--- config.mk ---
export PLATFORM = sky130hd
export DESIGN_NAME = chdr_deframer
export DESIGN_NICKNAME = d
export VERILOG_FILES = /design/src/rtl/chdr_deframer.sv
export SDC_FILE = /design/constraint.sdc
export NUM_CORES = 1
export LEC_CHECK = 0
export CAP_MARGIN = 0
export CORE_ASPECT_RATIO = 1.2
export CORE_MARGIN = 8
export CORE_UTILIZATION = 40
export CTS_BUF_LIST = sky130_fd_sc_hd__clkbuf_8 sky130_fd_sc_hd__clkbuf_16
export DETAILED_ROUTE_END_ITERATION = 7
export PLACE_DENSITY_LB_ADDON = 0.05
export SLEW_MARGIN = 40
export SYNTH_ARGS = -nofsm -noshare
export SYNTH_HDL_FRONTEND = slang
export SYNTH_SLANG_ARGS = --single-unit
--- constraint.sdc ---
create_clock -name clk -period 11.6 [get_ports clk]
set_input_delay 2.32 -clock clk [delete_from_list [all_inputs] [get_ports clk]]
set_output_delay 2.32 -clock clk [all_outputs]
set_load 0.005 [all_outputs]
--- src/rtl/chdr_deframer.sv ---
// rtl/chdr_deframer.sv - CHDR header/timestamp stripper with seq, length and SID checks
// Optional statistics counters behind CHDR_DEFRAMER_STATS_EN.
module chdr_deframer #(
    parameter logic [7:0] SR_SID_FILTER = 8'd128,
    parameter logic [7:0] SR_CLEAR      = 8'd129
) (
    input  logic        clk,
    input  logic        reset,
    input  logic        set_stb,
    input  logic [7:0]  set_addr,
    input  logic [31:0] set_data,
    input  logic [63:0] i_tdata,
    input  logic        i_tlast,
    input  logic        i_tvalid,
    output logic        i_tready,
    output logic [63:0] o_tdata,
    output logic        o_tlast,
    output logic        o_tvalid,
    input  logic        o_tready,
    output logic [31:0] o_hdr_sid,
    output logic [11:0] o_hdr_seqnum,
    output logic        o_hdr_eob,
    output logic        o_hdr_has_time,
    output logic [63:0] o_hdr_time,
    output logic        seq_err,
    output logic        len_err,
    output logic        drop,
    output logic [63:0] rb_data
);
    typedef enum logic [1:0] {S_HDR, S_TIME, S_PAYLOAD, S_DROP} state_t;
    state_t state, state_nxt;

    logic        filt_en;
    logic [15:0] filt_sid;
    logic        seq_synced;
    logic [11:0] seq_expected;
    logic [15:0] beats, beat_cnt;

    logic        hdr_time;
    logic [11:0] hdr_seq;
    logic [15:0] hdr_len;
    logic [16:0] hdr_size, pay_bytes, pay_round;
    logic        hdr_short;
    logic [15:0] beats_calc;
    logic        clear_stb, hdr_acc, filtered, hdr_ok, pay_acc, pay_end;
    logic        unused_bits;

    assign hdr_time   = i_tdata[61];
    assign hdr_seq    = i_tdata[59:48];
    assign hdr_len    = i_tdata[47:32];
    assign hdr_size   = hdr_time ? 17'd16 : 17'd8;
    assign hdr_short  = {1'b0, hdr_len} < hdr_size;
    assign pay_bytes  = {1'b0, hdr_len} - hdr_size;
    assign pay_round  = pay_bytes + 17'd7;
    // A short length would underflow, so it is treated as an empty payload.
    assign beats_calc = hdr_short ? 16'd0 : {2'b00, pay_round[16:3]};

    assign clear_stb  = set_stb && (set_addr == SR_CLEAR);
    assign hdr_acc    = (state == S_HDR) && i_tvalid;
    assign filtered   = filt_en && (i_tdata[15:0] != filt_sid);
    assign hdr_ok     = hdr_acc && !filtered;
    assign pay_acc    = (state == S_PAYLOAD) && i_tvalid && o_tready;
    assign pay_end    = (beat_cnt == beats - 16'd1);
    assign unused_bits = &{1'b0, set_data[31:17], i_tdata[63:62]};

    always_ff @(posedge clk or posedge reset) begin
        if (reset) state <= S_HDR;
        else       state <= state_nxt;
    end

    always_comb begin
        state_nxt = state;
        case (state)
            S_HDR: if (i_tvalid) begin
                if (i_tlast)                 state_nxt = S_HDR;
                else if (filtered)           state_nxt = S_DROP;
                else if (hdr_time)           state_nxt = S_TIME;
                else if (beats_calc == 16'd0) state_nxt = S_DROP;
                else                         state_nxt = S_PAYLOAD;
            end
            S_TIME: if (i_tvalid) begin
                if (i_tlast)                 state_nxt = S_HDR;
                else if (beats == 16'd0)     state_nxt = S_DROP;
                else                         state_nxt = S_PAYLOAD;
            end
            S_PAYLOAD: if (pay_acc && (i_tlast || pay_end))
                state_nxt = i_tlast ? S_HDR : S_DROP;
            S_DROP: if (i_tvalid && i_tlast) state_nxt = S_HDR;
            default: state_nxt = S_HDR;
        endcase
    end

    always_comb begin
        i_tready = 1'b1;
        o_tvalid = 1'b0;
        o_tdata  = 64'd0;
        o_tlast  = 1'b0;
        if (state == S_PAYLOAD) begin
            i_tready = o_tready;
            o_tvalid = i_tvalid;
            o_tdata  = i_tdata;
            o_tlast  = i_tlast || pay_end;
        end
    end

    always_ff @(posedge clk or posedge reset) begin
        if (reset) begin
            filt_en        <= 1'b0;
            filt_sid       <= 16'd0;
            seq_synced     <= 1'b0;
            seq_expected   <= 12'd0;
            beats          <= 16'd0;
            beat_cnt       <= 16'd0;
            o_hdr_sid      <= 32'd0;
            o_hdr_seqnum   <= 12'd0;
            o_hdr_eob      <= 1'b0;
            o_hdr_has_time <= 1'b0;
            o_hdr_time     <= 64'd0;
            seq_err        <= 1'b0;
            len_err        <= 1'b0;
            drop           <= 1'b0;
        end else begin
            // A clear in the same cycle as a header suppresses the check.
            seq_err <= hdr_ok && seq_synced && !clear_stb && (hdr_seq != seq_expected);
            len_err <= (hdr_ok && hdr_short) || (pay_acc && (i_tlast != pay_end));
            drop    <= hdr_acc && filtered;
            if (set_stb && set_addr == SR_SID_FILTER) begin
                filt_en  <= set_data[16];
                filt_sid <= set_data[15:0];
            end
            if (hdr_ok) begin
                o_hdr_sid      <= i_tdata[31:0];
                o_hdr_seqnum   <= hdr_seq;
                o_hdr_eob      <= i_tdata[60];
                o_hdr_has_time <= hdr_time;
                seq_synced     <= 1'b1;
                seq_expected   <= hdr_seq + 12'd1;
                beats          <= beats_calc;
                beat_cnt       <= 16'd0;
            end else if (clear_stb) begin
                seq_synced <= 1'b0;
            end
            if (state == S_TIME && i_tvalid) o_hdr_time <= i_tdata;
            if (pay_acc) beat_cnt <= beat_cnt + 16'd1;
        end
    end

`ifdef CHDR_DEFRAMER_STATS_EN
    logic [31:0] pkt_cnt, err_cnt;

    always_ff @(posedge clk or posedge reset) begin
        if (reset) begin
            pkt_cnt <= 32'd0;
            err_cnt <= 32'd0;
        end else if (clear_stb) begin
            pkt_cnt <= 32'd0;
            err_cnt <= 32'd0;
        end else begin
            if (hdr_ok && pkt_cnt != 32'hFFFF_FFFF) pkt_cnt <= pkt_cnt + 32'd1;
            if ((seq_err || len_err) && err_cnt != 32'hFFFF_FFFF) err_cnt <= err_cnt + 32'd1;
        end
    end

    assign rb_data = {pkt_cnt, err_cnt};
`else
    assign rb_data = 64'd0;
`endif
endmodule

==> results.json, run 1 <==
{
  "status": "complete, no violations",
  "power.density_mw_per_mm2": 213,
  "max_freq_ghz": 0.165,
  "drt_iter0_drc": 318,
  "ir_worst_vdd_mv": 0.127,
  "avgSynthCellArea_sq_um": 9.53,
  "drive_above_1_share_pct": 9.58,
  "syn_inst": 1008,
  "synth_largest_area_cell": "dfrtp_1",
  "critPathRequiredTime_ns": 9.28,
  "rsz0062_at_grt": "false",
  "grt_first_pass_wirelength_mm": 44.4,
  "start_util_pct": 40.4,
  "cp-start-kind": "input port",
  "cts_buffers": 17,
  "finalSetupViolCount": 0,
  "gp_congestion": 0.820,
  "worst_hold_slack_ns": 0.476,
  "cts-root-buf": "clkbuf_16",
  "cts_sinks": 175,
  "yosys_warnings": 0,
  "internal_power_uw": 1840,
  "synth_edf_count": 0,
  "clkPwrFrac_pct": 20.2,
  "ctsResizeCount": 0,
  "area_growth_pct": 35.3,
  "hp-class": "reg -> reg",
  "vias": 7700,
  "cts_tree": "yes",
  "grt_max_degree": 103,
  "first_pass_iters": 6,
  "synth_most_common_cell": "nand2_1",
  "via_per_inst": 4.83,
  "cp_max_fo": 4,
  "final_util_pct": 54.7,
  "ctsHoldBuffers": 0,
  "routedWlPerCell_um": 18.0,
  "cp.arrival_ns": 3.76,
  "min_period_over_period_pct": 52.4,
  "core_region_area_sq_mm": 0.0237,
  "synth_common_cells": "nand2_1 (213), dfrtp_1 (175), mux2_2 (72), and2_1 (67), buf_4 (64)",
  "power.leakage_uw": 0.00591,
  "n_antenna_cell": 0,
  "totalWireLength_mm": 28.6,
  "drt.antenna.violating_nets": 0,
  "fillers": 2196,
  "cts_setup_buffers": 0,
  "yosysSeqAreaShare_pct": 45.6,
  "maxSlewViolCount": 0,
  "finalNetCount": 1398,
  "pin_count": 354,
  "setup_tns_ns": 0,
  "worst_pin_slew_ns": 0.773,
  "pwr-share-comb_pct": 43.2,
  "period_needed_ns": 6.08,
  "first_global_vias": 7953,
  "drv_cap": 0,
  "path_class": "in -> out",
  "swShare_pct": 33.5,
  "portBuffers": 274,
  "rows": 62,
  "ys.flop_type": "dfrtp_1",
  "relSlewSlack_pct": 48.2,
  "skew_ns": 0.0145,
  "grt_antenna_before_repair": 2,
  "die_y_um": 186,
  "register_area_sq_mm": 0.00438,
  "dp_hpwl_mm": 21.6,
  "cts_max_path_buffers": 2,
  "route.detailed.drc": 0,
  "power.switching_uw": 928,
  "synth_area_sq_mm": 0.00960,
  "synth_area_leaders": "dfrtp_1 (46%), mux2_2 (8.4%), nand2_1 (8.3%)",
  "seq_power_share_pct": 36.6,
  "multi_input_area_sq_mm": 0.00467,
  "grt_overflow": 0,
  "critPathCaptureType": "primary output",
  "htreeDepth": 4,
  "hold_viol": 0,
  "synthArstFlopShare_pct": 100,
  "die_width_um": 157,
  "track_usage_pct": 19.6,
  "yosys.cell_types.count": 56,
  "die-area_sq_mm": 0.0292,
  "insertion_delay_ns": 0.43,
  "cts.reportedPaths.clkPinSlew_ns": 0.08,
  "yosysTopAreaCellShare_pct": 45.6,
  "synth-seq-cells": 175
}
==> final cells by class <==
class | count | area share, %
Sequential cell | 175 | 33.7
Clock inverter | 15 | 1.14
Inverter | 32 | 0.982
Timing Repair Buffer | 282 | 21.9
Multi-Input combinational cell | 752 | 35.9
Clock buffer | 17 | 3.27
Tap cell | 320 | 3.08
==> power groups by stage <==
stage               clock (uW)  combinational (uW)  sequential [uW]
floorplan                    0                 521             1010
detailed placement           0                1210             1020
finish                     559                1200             1010
CTS                        577                1220             1020
global placement             0                1200             1010
global route               598                1310             1050
==> critical path, cell delays in order <==
cell and delay [ns]:
clkdlybuf4s50_1 0.45, inv_1 0.08, ha_1 0.24, nor2b_1 0.11
clkdlybuf4s50_1 0.54
==> cells in the final DEF (no fill, tap or decap), types with 6 or more instances in the layout <==
cell type        instances
mux2_2                  72
conb_1                  64
nor3_1                   8
nand4_1                 10
nand2_1                213
xor2_1                  36
clkbuf_16               17
nor4_1                   7
nand2b_1                 6
ha_1                    28
inv_1                   31
clkdlybuf4s50_1        274
a21oi_1                 12
mux2i_1                  6
nand3_1                 25
nor2b_1                  7
o21ai_0                 56
nor2_1                  39
xnor2_1                 32
and2_1                  67
dfrtp_1                175
and3_1                   8
==> through the flow <==
stage               cells  cell area, sq um  setup slack [ns]  power [uW]
floorplan            1071              9840              4.53        1530
global placement     1558             12300              5.47        2210
detailed placement   1561             12400              5.49        2230
CTS                  1593             13000              5.48        2810
global route         1593             13000              5.43        2960
finish               1593             13000              5.52        2770
==> final timing paths <==
kind	from	to	slack [ns]	cells after the start
min	o_hdr_sid[30]	o_hdr_sid[30]	0.48	2
max	i_tlast	o_tlast	5.52	5
max reg2reg	beats[1]	state[0]	7.85	14
min in group asynchronous	reset	o_hdr_time[24]	2.43	2
min reg2reg	o_hdr_sid[30]	o_hdr_sid[30]	0.48	2
max in group asynchronous	reset	o_hdr_time[0]	8.00	3
==> cells by family after synthesis <==
group	after synthesis	synth area share, %
buffers and inverters	144	8.38
multiplexers	78	9.07
other	1	0.0391
AND/OR/NAND/NOR	406	20.0
adder cells (fa/ha/maj)	28	3.65
flip-flops	175	45.6
AO/OA/AOI/OAI	108	7.08
XOR/XNOR	68	6.20
==> flip-flops by register name, indices dropped and copies added (netlist names) <==
signal	count
seq_synced	1
o_hdr_has_time	1
filt_sid	16
beat_cnt	16
beats	14
o_hdr_seqnum	12
o_hdr_eob	1
state	2
filt_en	1
len_err	1
drop	1
seq_expected	12
o_hdr_sid	32
o_hdr_time	64
seq_err	1
==> layer usage <==
| metal | vias up | part of all wire, % | global-route usage [%] |
|---|---|---|---|
| met4 | 4 | 0.83 | 4.88 |
| met2 | 209 | 52 | 34.7 |
| li1 | 3714 | - | - |
| met5 | - | 0.077 | 0 |
| met3 | 16 | 8.2 | 6.83 |
| met1 | 3757 | 39 | 22.3 |
(Power assumes the default switching activity.)
==> inputs of run 2 (changes only) <==
Clock period 11.6 ns to 6.4 ns, I/O delays scaled along.
==> results.json, run 2 (synthesized netlist as in run 1, its figures left out) <==
{
  "regMostFlops": "o_hdr_time",
  "die_width_um": 157,
  "grt_overflow": 0,
  "power.switching_uw": 1660,
  "vias": 7641,
  "critPathCaptureType": "primary output",
  "reg_top3": "o_hdr_time (64), o_hdr_sid (32)",
  "grt_max_degree": 86,
  "htreeDepth": 4,
  "clkPwrFrac_pct": 20.4,
  "cts.reportedPaths.clkPinSlew_ns": 0.07,
  "worst_hold_slack_ns": 0.476,
  "cp.arrival_ns": 3.50,
  "cts_tree": "yes",
  "grt_antenna_before_repair": 5,
  "hold_viol": 0,
  "worst_slack_ns": 1.62,
  "totalWireLength_mm": 28.7,
  "rows": 62,
  "internal_power_uw": 3380,
  "ctsResizeCount": 0,
  "insertion_delay_ns": 0.43,
  "hp-class": "reg -> reg",
  "finalNetCount": 1401,
  "first_pass_iters": 4,
  "fillers": 2246,
  "portBuffers": 274,
  "path_class": "reg -> out",
  "via_per_inst": 4.78,
  "routedWlPerCell_um": 18.0,
  "cp_max_fo": 4,
  "die_y_um": 186,
  "status": "complete, no violations",
  "largest_reg_flops": 64,
  "layoutNonFillerInstCount": 1597,
  "first_global_vias": 8097,
  "maxSlewViolCount": 0,
  "core_region_area_sq_mm": 0.0237,
  "cts_setup_buffers": 0,
  "rsz0062_at_grt": "false",
  "pwr-share-comb_pct": 43.1,
  "min_period_over_period_pct": 74.8,
  "cp-start-kind": "flip-flop",
  "relSlewSlack_pct": 53.4,
  "power.leakage_uw": 0.00593,
  "dp_cells": 1564,
  "area_growth_pct": 35.5,
  "swShare_pct": 33.0,
  "ctsHoldBuffers": 0,
  "dpl_worst_slack_ns": 1.79,
  "finalSetupViolCount": 0,
  "dp_hpwl_mm": 21.6,
  "skew_ns": 0.0144,
  "ir_worst_vdd_mv": 0.222,
  "most-common-layout-cells": "clkdlybuf4s50_1 (274), nand2_1 (213), dfrtp_1 (175), mux2_2 (72), and2_1 (67)",
  "drv_cap": 0,
  "drt_iter0_drc": 265,
  "cts-root-buf": "clkbuf_16",
  "setup_tns_ns": 0,
  "seq_power_share_pct": 36.5,
  "cts_max_path_buffers": 2,
  "power.density_mw_per_mm2": 388,
  "grt_first_pass_wirelength_mm": 44.8,
  "track_usage_pct": 19.9,
  "start_util_pct": 40.4,
  "drive_above_1_share_pct": 9.72,
  "route.detailed.drc": 0,
  "critPathRequiredTime_ns": 5.12,
  "period_needed_ns": 4.78,
  "pin_count": 354,
  "drt.antenna.violating_nets": 0,
  "final_common_cell": "clkdlybuf4s50_1",
  "gp_congestion": 0.819,
  "die-area_sq_mm": 0.0292,
  "cts_sinks": 175,
  "max_freq_ghz": 0.209,
  "worst_pin_slew_ns": 0.697,
  "cts_buffers": 17
}
==> run 2: cell count changes in the layout (fill, tap and decap cells not counted), moves of 2 or more <==
| cell | previous run | this run |
|---|---|---|
| buf_4 | 4 | 7 |
| clkinv_2 | 1 | 3 |
| clkinv_8 | 2 | 0 |
| clkinvlp_4 | 4 | 1 |
| inv_6 | 3 | 5 |
| inv_8 | 5 | 3 |
==> run 2: area by class of cell <==
class | count | area (sq um) | share of cell area, %
Multi-Input combinational cell | 752 | 4670 | 35.9
Sequential cell | 175 | 4380 | 33.7
Timing Repair Buffer | 285 | 2860 | 22.0
Clock buffer | 18 | 439 | 3.38
Tap cell | 320 | 400 | 3.08
Clock inverter | 14 | 131 | 1.01
Inverter | 32 | 128 | 0.981
Antenna cell | 1 | 2.50 | 0.0192
==> run 2: power groups by stage <==
stage          Combinational [uW]  Sequential, uW  Clock, uW
4_1_cts                      2220            1840       1060
6_report                     2170            1840       1030
3_3_place_gp                 2180            1840          0
2_1_floorplan                 945            1830          0
5_1_grt                      2400            1910       1100
3_5_place_dp                 2200            1850          0
==> run 2: final timing paths <==
path	end	slack, ns	depth (start not counted)	from
max	o_tlast	1.62	13	beats[0]
min	o_hdr_sid[12]	0.48	2	o_hdr_sid[12]
max reg2reg	state[0]	2.76	16	beats[0]
min reg2reg	o_hdr_sid[12]	0.48	2	o_hdr_sid[12]
max in group asynchronous	filt_sid[5]	4.04	3	reset
min in group asynchronous	o_hdr_sid[24]	1.33	2	reset
==> run 2: metrics by stage <==
stage,area [sq um],utilization [%],power [uW]
finish,13000,54.8,5040
global route,13000,54.8,5400
CTS,13000,54.8,5120
detailed placement,12400,52.4,4050
global placement,12400,52.1,4020
floorplan,9840,-,2780
==> run 2: worst max-delay path, cell delays in order, from the launching register on <==
cell,delay (ns)
dfrtp_1,0.41
inv_1,0.09
ha_1,0.16
nor2b_1,0.27
nand2_1,0.19
nor3_1,0.41
nand3b_1,0.13
nand3_1,0.10
o21ai_0,0.08
o21ai_0,0.20
nand4_1,0.12
ha_1,0.25
nor2b_1,0.12
clkdlybuf4s50_1,0.55
==> run 2: metal layers <==
layer	track usage, %	vias up	share of wire [%]
met3	7.90	30	8.7
met4	5.26	8	1.5
met2	34.8	204	51
li1	-	3723	-
met1	22.0	3676	39
met5	0	-	0.17
